$ cat src/rtl/seq_frame_tx.sv
// Serial frame transmitter: preamble 1,0,1, payload MSB first, optional even parity (SEQ_FRAME_TX_PARITY_EN), one guard zero.
// First bit appears one edge after an accepted start; start is ignored (not queued) while busy.
module seq_frame_tx #(
    parameter int DATA_W = 8
) (
    input  logic              clk,
    input  logic              reset,
    input  logic              start,
    input  logic [DATA_W-1:0] din,
    output logic              sout,
    output logic              busy,
    output logic              done
);

    localparam int CNT_W = ($clog2(DATA_W) > 2) ? $clog2(DATA_W) : 2;
    localparam logic [CNT_W-1:0] CNT_ONE  = CNT_W'(1);
    localparam logic [CNT_W-1:0] CNT_PRE  = CNT_W'(2);
    localparam logic [CNT_W-1:0] CNT_LAST = CNT_W'(DATA_W - 1);

    typedef enum logic [2:0] {
        S_IDLE,
        S_PRE,
        S_DATA,
`ifdef SEQ_FRAME_TX_PARITY_EN
        S_PAR,
`endif
        S_GUARD
    } state_t;

    state_t            state_q;
    logic [CNT_W-1:0]  cnt_q;
    logic [DATA_W-1:0] shift_q;
    logic              sout_q;
    logic              busy_q;
    logic              done_q;
`ifdef SEQ_FRAME_TX_PARITY_EN
    logic              par_q;
`endif

    // State names the bit currently on sout; cnt_q is that bit's index within the state.
    always_ff @(posedge clk or negedge reset) begin
        if (!reset) begin
            state_q <= S_IDLE;
            cnt_q   <= '0;
            shift_q <= '0;
            sout_q  <= 1'b0;
            busy_q  <= 1'b0;
            done_q  <= 1'b0;
`ifdef SEQ_FRAME_TX_PARITY_EN
            par_q   <= 1'b0;
`endif
        end else begin
            case (state_q)
                S_IDLE: begin
                    sout_q <= 1'b0;
                    busy_q <= 1'b0;
                    done_q <= 1'b0;
                    if (start) begin
                        state_q <= S_PRE;
                        cnt_q   <= '0;
                        shift_q <= din;
`ifdef SEQ_FRAME_TX_PARITY_EN
                        par_q   <= ^din;
`endif
                        sout_q  <= 1'b1;
                        busy_q  <= 1'b1;
                    end
                end
                S_PRE: begin
                    if (cnt_q == CNT_PRE) begin
                        state_q <= S_DATA;
                        cnt_q   <= '0;
                        sout_q  <= shift_q[DATA_W-1];
                        shift_q <= {shift_q[DATA_W-2:0], 1'b0};
                    end else begin
                        cnt_q  <= cnt_q + CNT_ONE;
                        // preamble index 1 is the 0, index 2 the closing 1
                        sout_q <= (cnt_q == CNT_ONE);
                    end
                end
                S_DATA: begin
                    if (cnt_q == CNT_LAST) begin
                        cnt_q <= '0;
`ifdef SEQ_FRAME_TX_PARITY_EN
                        state_q <= S_PAR;
                        sout_q  <= par_q;
`else
                        state_q <= S_GUARD;
                        sout_q  <= 1'b0;
                        done_q  <= 1'b1;
`endif
                    end else begin
                        cnt_q   <= cnt_q + CNT_ONE;
                        sout_q  <= shift_q[DATA_W-1];
                        shift_q <= {shift_q[DATA_W-2:0], 1'b0};
                    end
                end
`ifdef SEQ_FRAME_TX_PARITY_EN
                S_PAR: begin
                    state_q <= S_GUARD;
                    sout_q  <= 1'b0;
                    done_q  <= 1'b1;
                end
`endif
                S_GUARD: begin
                    state_q <= S_IDLE;
                    sout_q  <= 1'b0;
                    busy_q  <= 1'b0;
                    done_q  <= 1'b0;
                end
                default: begin
                    state_q <= S_IDLE;
                    cnt_q   <= '0;
                    sout_q  <= 1'b0;
                    busy_q  <= 1'b0;
                    done_q  <= 1'b0;
                end
            endcase
        end
    end

    assign sout = sout_q;
    assign busy = busy_q;
    assign done = done_q;

endmodule

$ cat config.mk
export PLATFORM = sky130hd
export DESIGN_NAME = seq_frame_tx
export DESIGN_NICKNAME = d
export VERILOG_FILES = /design/src/rtl/seq_frame_tx.sv
export SDC_FILE = /design/constraint.sdc
export NUM_CORES = 1
export LEC_CHECK = 0
export ABC_AREA = 1
export BUFFER_PORTS_ARGS = -buffer_cell sky130_fd_sc_hd__clkbuf_2
export CORE_UTILIZATION = 50
export CTS_CLUSTER_DIAMETER = 100
export DETAILED_ROUTE_END_ITERATION = 8
export PLACE_DENSITY = 0.82
export SYNTH_ARGS = -nofsm -noshare
export SYNTH_HDL_FRONTEND = slang
export SYNTH_SLANG_ARGS = --single-unit
export TNS_END_PERCENT = 20
$ cat constraint.sdc
create_clock -name clk -period 1.9 [get_ports clk]
set_input_delay 0.285 -clock clk [delete_from_list [all_inputs] [get_ports clk]]
set_output_delay 0.285 -clock clk [all_outputs]
set_load 0.1 [all_outputs]
* Yosys cells after proc, flatten, opt, wreduce, memory -nomap -nowiden
Index checks and enable logic that the tools add are counted.
Storage, ports and cells: flip-flop bits (word level) 17, input port bits 11, output and inout port bits 3, logic and storage cells 45
Cells by class: add/subtract/negate cells 1, equality and inequality tests 10, multiplexer cells 19, bitwise logic cells 2, reduce and logical (&&, ||, !) cells 7
Operators with widths (number):
- two-way mux 8 bit | 3
- one-hot mux 8 bit (3 select lines) | 1
- two-way mux 3 bit | 6
- one-hot mux 3 bit (4 select lines) | 1
- equality test 3 x 2 -> 1 bit, second input constant | 3
- one-hot mux 3 bit (3 select lines) | 1
- inequality test 2 bit, second input constant | 4
- equality test 3 x 1 -> 1 bit, second input constant | 2
- two-way mux 1 bit | 4
- one-hot mux 1 bit (2 select lines) | 2
- AND reduction 2 bit | 2
- AND reduction 4 bit | 1
- adder 3 x 1 -> 3 bit, second input constant | 1
- equality test 3 bit, second input constant | 1
- logical NOT 3 bit | 1
- one-hot mux 1 bit (3 select lines) | 1
- AND reduction 3 bit | 1
- nonzero test 3 bit | 1
- inverter 1 bit | 2
- OR reduction 2 bit | 1

* Depth between registers and ports, before layout
word-level depth 3, mapped depth 8, mapped depth without buffers 8

* Least setup slack after synthesis
No wires, ideal clock.
kind register to register, start point reg cnt_q[0], end point reg shift_q[1], library setup time 116 ps, arrival 1236 ps, data required time 1784 ps, setup slack 548 ps, stages on the path, launching flop included 7, buffers on the path 0, period minus slack after synthesis 1352 ps, cells stage by stage dfrtp_1 -> ha_1 -> ha_1 -> a21oi_2 -> nand3_4 -> nand2_1 -> nand2_1
Between the ends: word-level cells in the longest chain between the ends 3, elaborated cells between the ends (all ways) 5, classes of those cells eq/ne (4); reduce/logical (1)
Ends and longest elaborated chain:
- start, declared | RTL line 31 | logic [CNT_W-1:0] cnt_q;
- start signal, assigned | RTL line 76 | cnt_q <= cnt_q + CNT_ONE;
- start signal, assigned | RTL line 93 | cnt_q <= cnt_q + CNT_ONE;
- equality test 3 bit or equality test 3 x 2 -> 1 bit (tied branches) | RTL line 82, 70
- inequality test 2 bit (no line)
- AND reduction 4 bit (no line) *
- end signal, assigned | RTL line 61 | shift_q <= din;
- end signal, assigned | RTL line 74 | shift_q <= {shift_q[DATA_W-2:0], 1'b0};
- end signal, assigned | RTL line 95 | shift_q <= {shift_q[DATA_W-2:0], 1'b0};
- end, declared | RTL line 32 | logic [DATA_W-1:0] shift_q;
Every way passes the cells marked *; elsewhere a longest branch is shown, timed or not. A chain may end at the register's enable or synchronous reset.

* Worst setup path in the final report
start point reg state_q[0], end point reg cnt_q[0]
Between the ends: word-level cells in the longest chain between the ends 3, elaborated cells between the ends (all ways) 8, classes of those cells eq/ne (4); mux (1); bitwise (1); reduce/logical (2)
Ends and longest elaborated chain:
- start, declared | RTL line 30 | state_t state_q;
- start signal, assigned | RTL line 43 | state_q <= S_IDLE;
- start signal, assigned | RTL line 59 | state_q <= S_PRE;
- start signal, assigned | RTL line 71 | state_q <= S_DATA;
- logical NOT 3 bit or equality test 3 x 2 -> 1 bit (tied branches) | RTL line 53 | case (state_q)
- inequality test 2 bit (no line) or inverter 1 bit (tied branches)
- AND reduction 2 bit (no line)
Several ways; a longest one is shown, not always the timed one.

==> flow_summary.json <==
{
  "layout.cells.non_filler": 176,
  "antenna_found_initial": 0,
  "worstMarginPinSlew_ns": 0.5368,
  "place.gp.congestion": 0.8337,
  "grt_pass1_wl_um": 3222,
  "dp_slack_ns": 0.3992,
  "yosys.area.top_type": "dfrtp_1",
  "startpoint": "state_q[0]",
  "yosys-top-cells-area": "dfrtp_1, nand2_1, ha_1",
  "fin_ws_ns": 0.3865,
  "initialDrtViolationCount": 13,
  "cts_made_buffers": 3,
  "slew_headroom": 0.6436,
  "yosysSeqAreaShare": 0.3985,
  "synthMuxAreaShare": 0,
  "dp.cells": 171,
  "dieArea_um2": 2193,
  "first_pass_iters": 4,
  "seqPwrFrac": 0.287,
  "ir_drop_mv": 0.9610,
  "worstHoldStart": "start",
  "tns_ns": 0,
  "htreeDepth": 1,
  "p_leak_uw": 0.0006679,
  "required_ns": 2.13,
  "num_io_pins": 14,
  "finalPower_uw": 1948,
  "cts_tree": "yes",
  "hold_ws_ns": 0.2692,
  "slew_violations": 0,
  "dp_hpwl_um": 1434,
  "fmaxAchievable_ghz": 0.6607,
  "grt_pass1_vias": 793,
  "cts.clk_slew.worst_paths_ns": 0.10,
  "vias_per_cell": 4.824,
  "final-setup-viol-count": 0,
  "diodes": 0,
  "synth_top_cell_area_share": 0.3985,
  "cts_setup_buffers": 0,
  "rsz0062_at_grt": "no",
  "cp_max_fo": 12,
  "layout.nets": 172,
  "grt_max_degree": 17,
  "finalCriticalPeriod_ns": 1.514,
  "synth_fa_ha_area_frac": 0.1121,
  "mappedNetlistArea_um2": 1005,
  "cts_max_path_buffers": 2,
  "cts.repair.resized": 0,
  "crit_type": "flip-flop to flip-flop",
  "fin_crit_sh": 0.7966,
  "worstSetupStartpointType": "flip-flop",
  "wl_per_cell_um": 10.51,
  "end_kind": "flip-flop",
  "synth.avg_cell_area_um2": 7.498,
  "min_path_type": "input port to flip-flop",
  "status": "finished clean",
  "num_rows": 15,
  "clockRootBuffer": "clkbuf_4",
  "fp.dieW_um": 46.83,
  "p_int_uw": 961.0,
  "critPathArrivalTime_ns": 1.74,
  "vias": 849,
  "antenna_left": 0,
  "ys_ff_latch": 16,
  "switching_share": 0.5065,
  "area_growth_pct": 13.70,
  "synth_nets": 154,
  "finalHoldViolCount": 0,
  "synth.distinct_cells": 20,
  "core_um2": 1802,
  "grt_util_all_layers": 0.2091,
  "switchingPower_uw": 986.5,
  "powerDensity_nw_per_um2": 1705,
  "yosys_warnings": 0,
  "cap_violations": 0,
  "overflow": 0,
  "drive_above_1_share": 0.1921,
  "r2r_slack_ns": 0.39,
  "ctsHoldBuffers": 1,
  "pwr-share-clk": 0.117,
  "clk_latency_ns": 0.28,
  "crit-reg2reg-launch": "state_q[0]",
  "initial_core_util": 0.5576,
  "portBuffers": 13,
  "wl_um": 1850,
  "die_h_um": 46.83,
  "synth_top_family_by_area": "simple AND/OR/NAND/NOR gates",
  "clock_sinks": 16,
  "drc": 0,
  "synth-simple-area-share": 0.3836,
  "power_frac_comb": 0.595,
  "synth_compound_area_frac": 0.04483,
  "netlist_instances": 134,
  "synth_xor_area_frac": 0,
  "skew_ns": 0.001829
}
-- cells by family after synthesis --
kind of cell,count (synthesis)
adders and majority gates,9
DFF,16
buffers and inverters,16
and+or+nand+nor,86
AOI/OAI and AO/OA,7
-- metal layers --
metal | GRT usage | vias to the layer above | part of all wire
li1 | - | 446 | -
met1 | 0.2656 | 384 | 0.48
met2 | 0.3694 | 17 | 0.47
met3 | 0.02308 | 2 | 0.037
met4 | 0.06857 | 0 | 0.0065
met5 | 0 | - | 0
-- cells in the final DEF (no fill, tap or decap) --
| cell | netlist | layout |
|---|---|---|
| nand2_1 | 66 | 66 |
| dfrtp_1 | 16 | 16 |
| clkbuf_2 | 0 | 13 |
| inv_1 | 12 | 12 |
| ha_1 | 9 | 9 |
| nand3_1 | 6 | 6 |
| nor2_1 | 4 | 4 |
| inv_2 | 3 | 3 |
| a21oi_1 | 3 | 3 |
| clkbuf_4 | 0 | 3 |
| a21oi_2 | 2 | 2 |
| nand2_4 | 2 | 2 |
| nand4_1 | 2 | 2 |
| o21a_1 | 1 | 1 |
| nand3_2 | 1 | 1 |
| nor2_4 | 1 | 1 |
| nand3_4 | 1 | 1 |
| nand2_2 | 1 | 1 |
| nor2_2 | 1 | 1 |
| o21ai_0 | 1 | 1 |
| or2_0 | 1 | 1 |
| clkbuf_8 | 0 | 1 |
| dlygate4sd3_1 | 0 | 1 |
-- metrics by stage --
step / util / instance area [um2]
2_1_floorplan: - / 1005
3_3_place_gp: 0.6083 / 1096
5_1_grt: 0.6340 / 1142
4_1_cts: 0.6340 / 1142
6_report: 0.6340 / 1142
3_5_place_dp: 0.6083 / 1096
-- worst max-delay path, cell delays in order, from the launching register on --
cell	delay, ns
dfrtp_1	0.41
inv_1	0.09
ha_1	0.50
inv_2	0.14
nor2_2	0.17
nand3_1	0.09
nand2_1	0.06
-- sequential cells by signal, summed over array words and instances (netlist names) --
signal / count
shift_q: 8
cnt_q: 3
state_q: 2
busy: 1
done: 1
sout: 1
-- power groups by stage --
stage	registers, uW	clock network, uW	logic [uW]
after floorplan	657	0	856
after global routing	578	248	1320
after global placement	561	0	1140
after detailed placement	565	0	1160
final	559	228	1160
after CTS	559	232	1170
-- cell usage after synthesis --
library cell and instances:
nand2_1 66, a21oi_2 2, nand2_4 2, nor2_1 4, nand2_2 1, ha_1 9, o21a_1 1, nand4_1 2
dfrtp_1 16, a21oi_1 3, nand3_4 1, inv_1 12, nand3_1 6, buf_2 1, or2_0 1, nor2_2 1
inv_2 3, o21ai_0 1, nor2_4 1, nand3_2 1
-- layout make-up --
type                            count  area (um2)
Multi-Input combinational cell    102       543.0
Timing Repair Buffer               14       75.07
Inverter                           15       56.30
Clock buffer                        4       36.28
Fill cell                         172       659.4
Sequential cell                    16       400.4
Tap cell                           25       31.28
-- final timing paths --
kind | end | cells after the start
worst max-delay path | cnt_q[0] | 6
worst min-delay path | busy | 3
worst max register to register | cnt_q[0] | 6
worst min register to register | shift_q[2] | 2
max in group asynchronous | cnt_q[0] | 2
min in group asynchronous | busy | 2
Note: power is estimated with default switching activity, not from simulation.
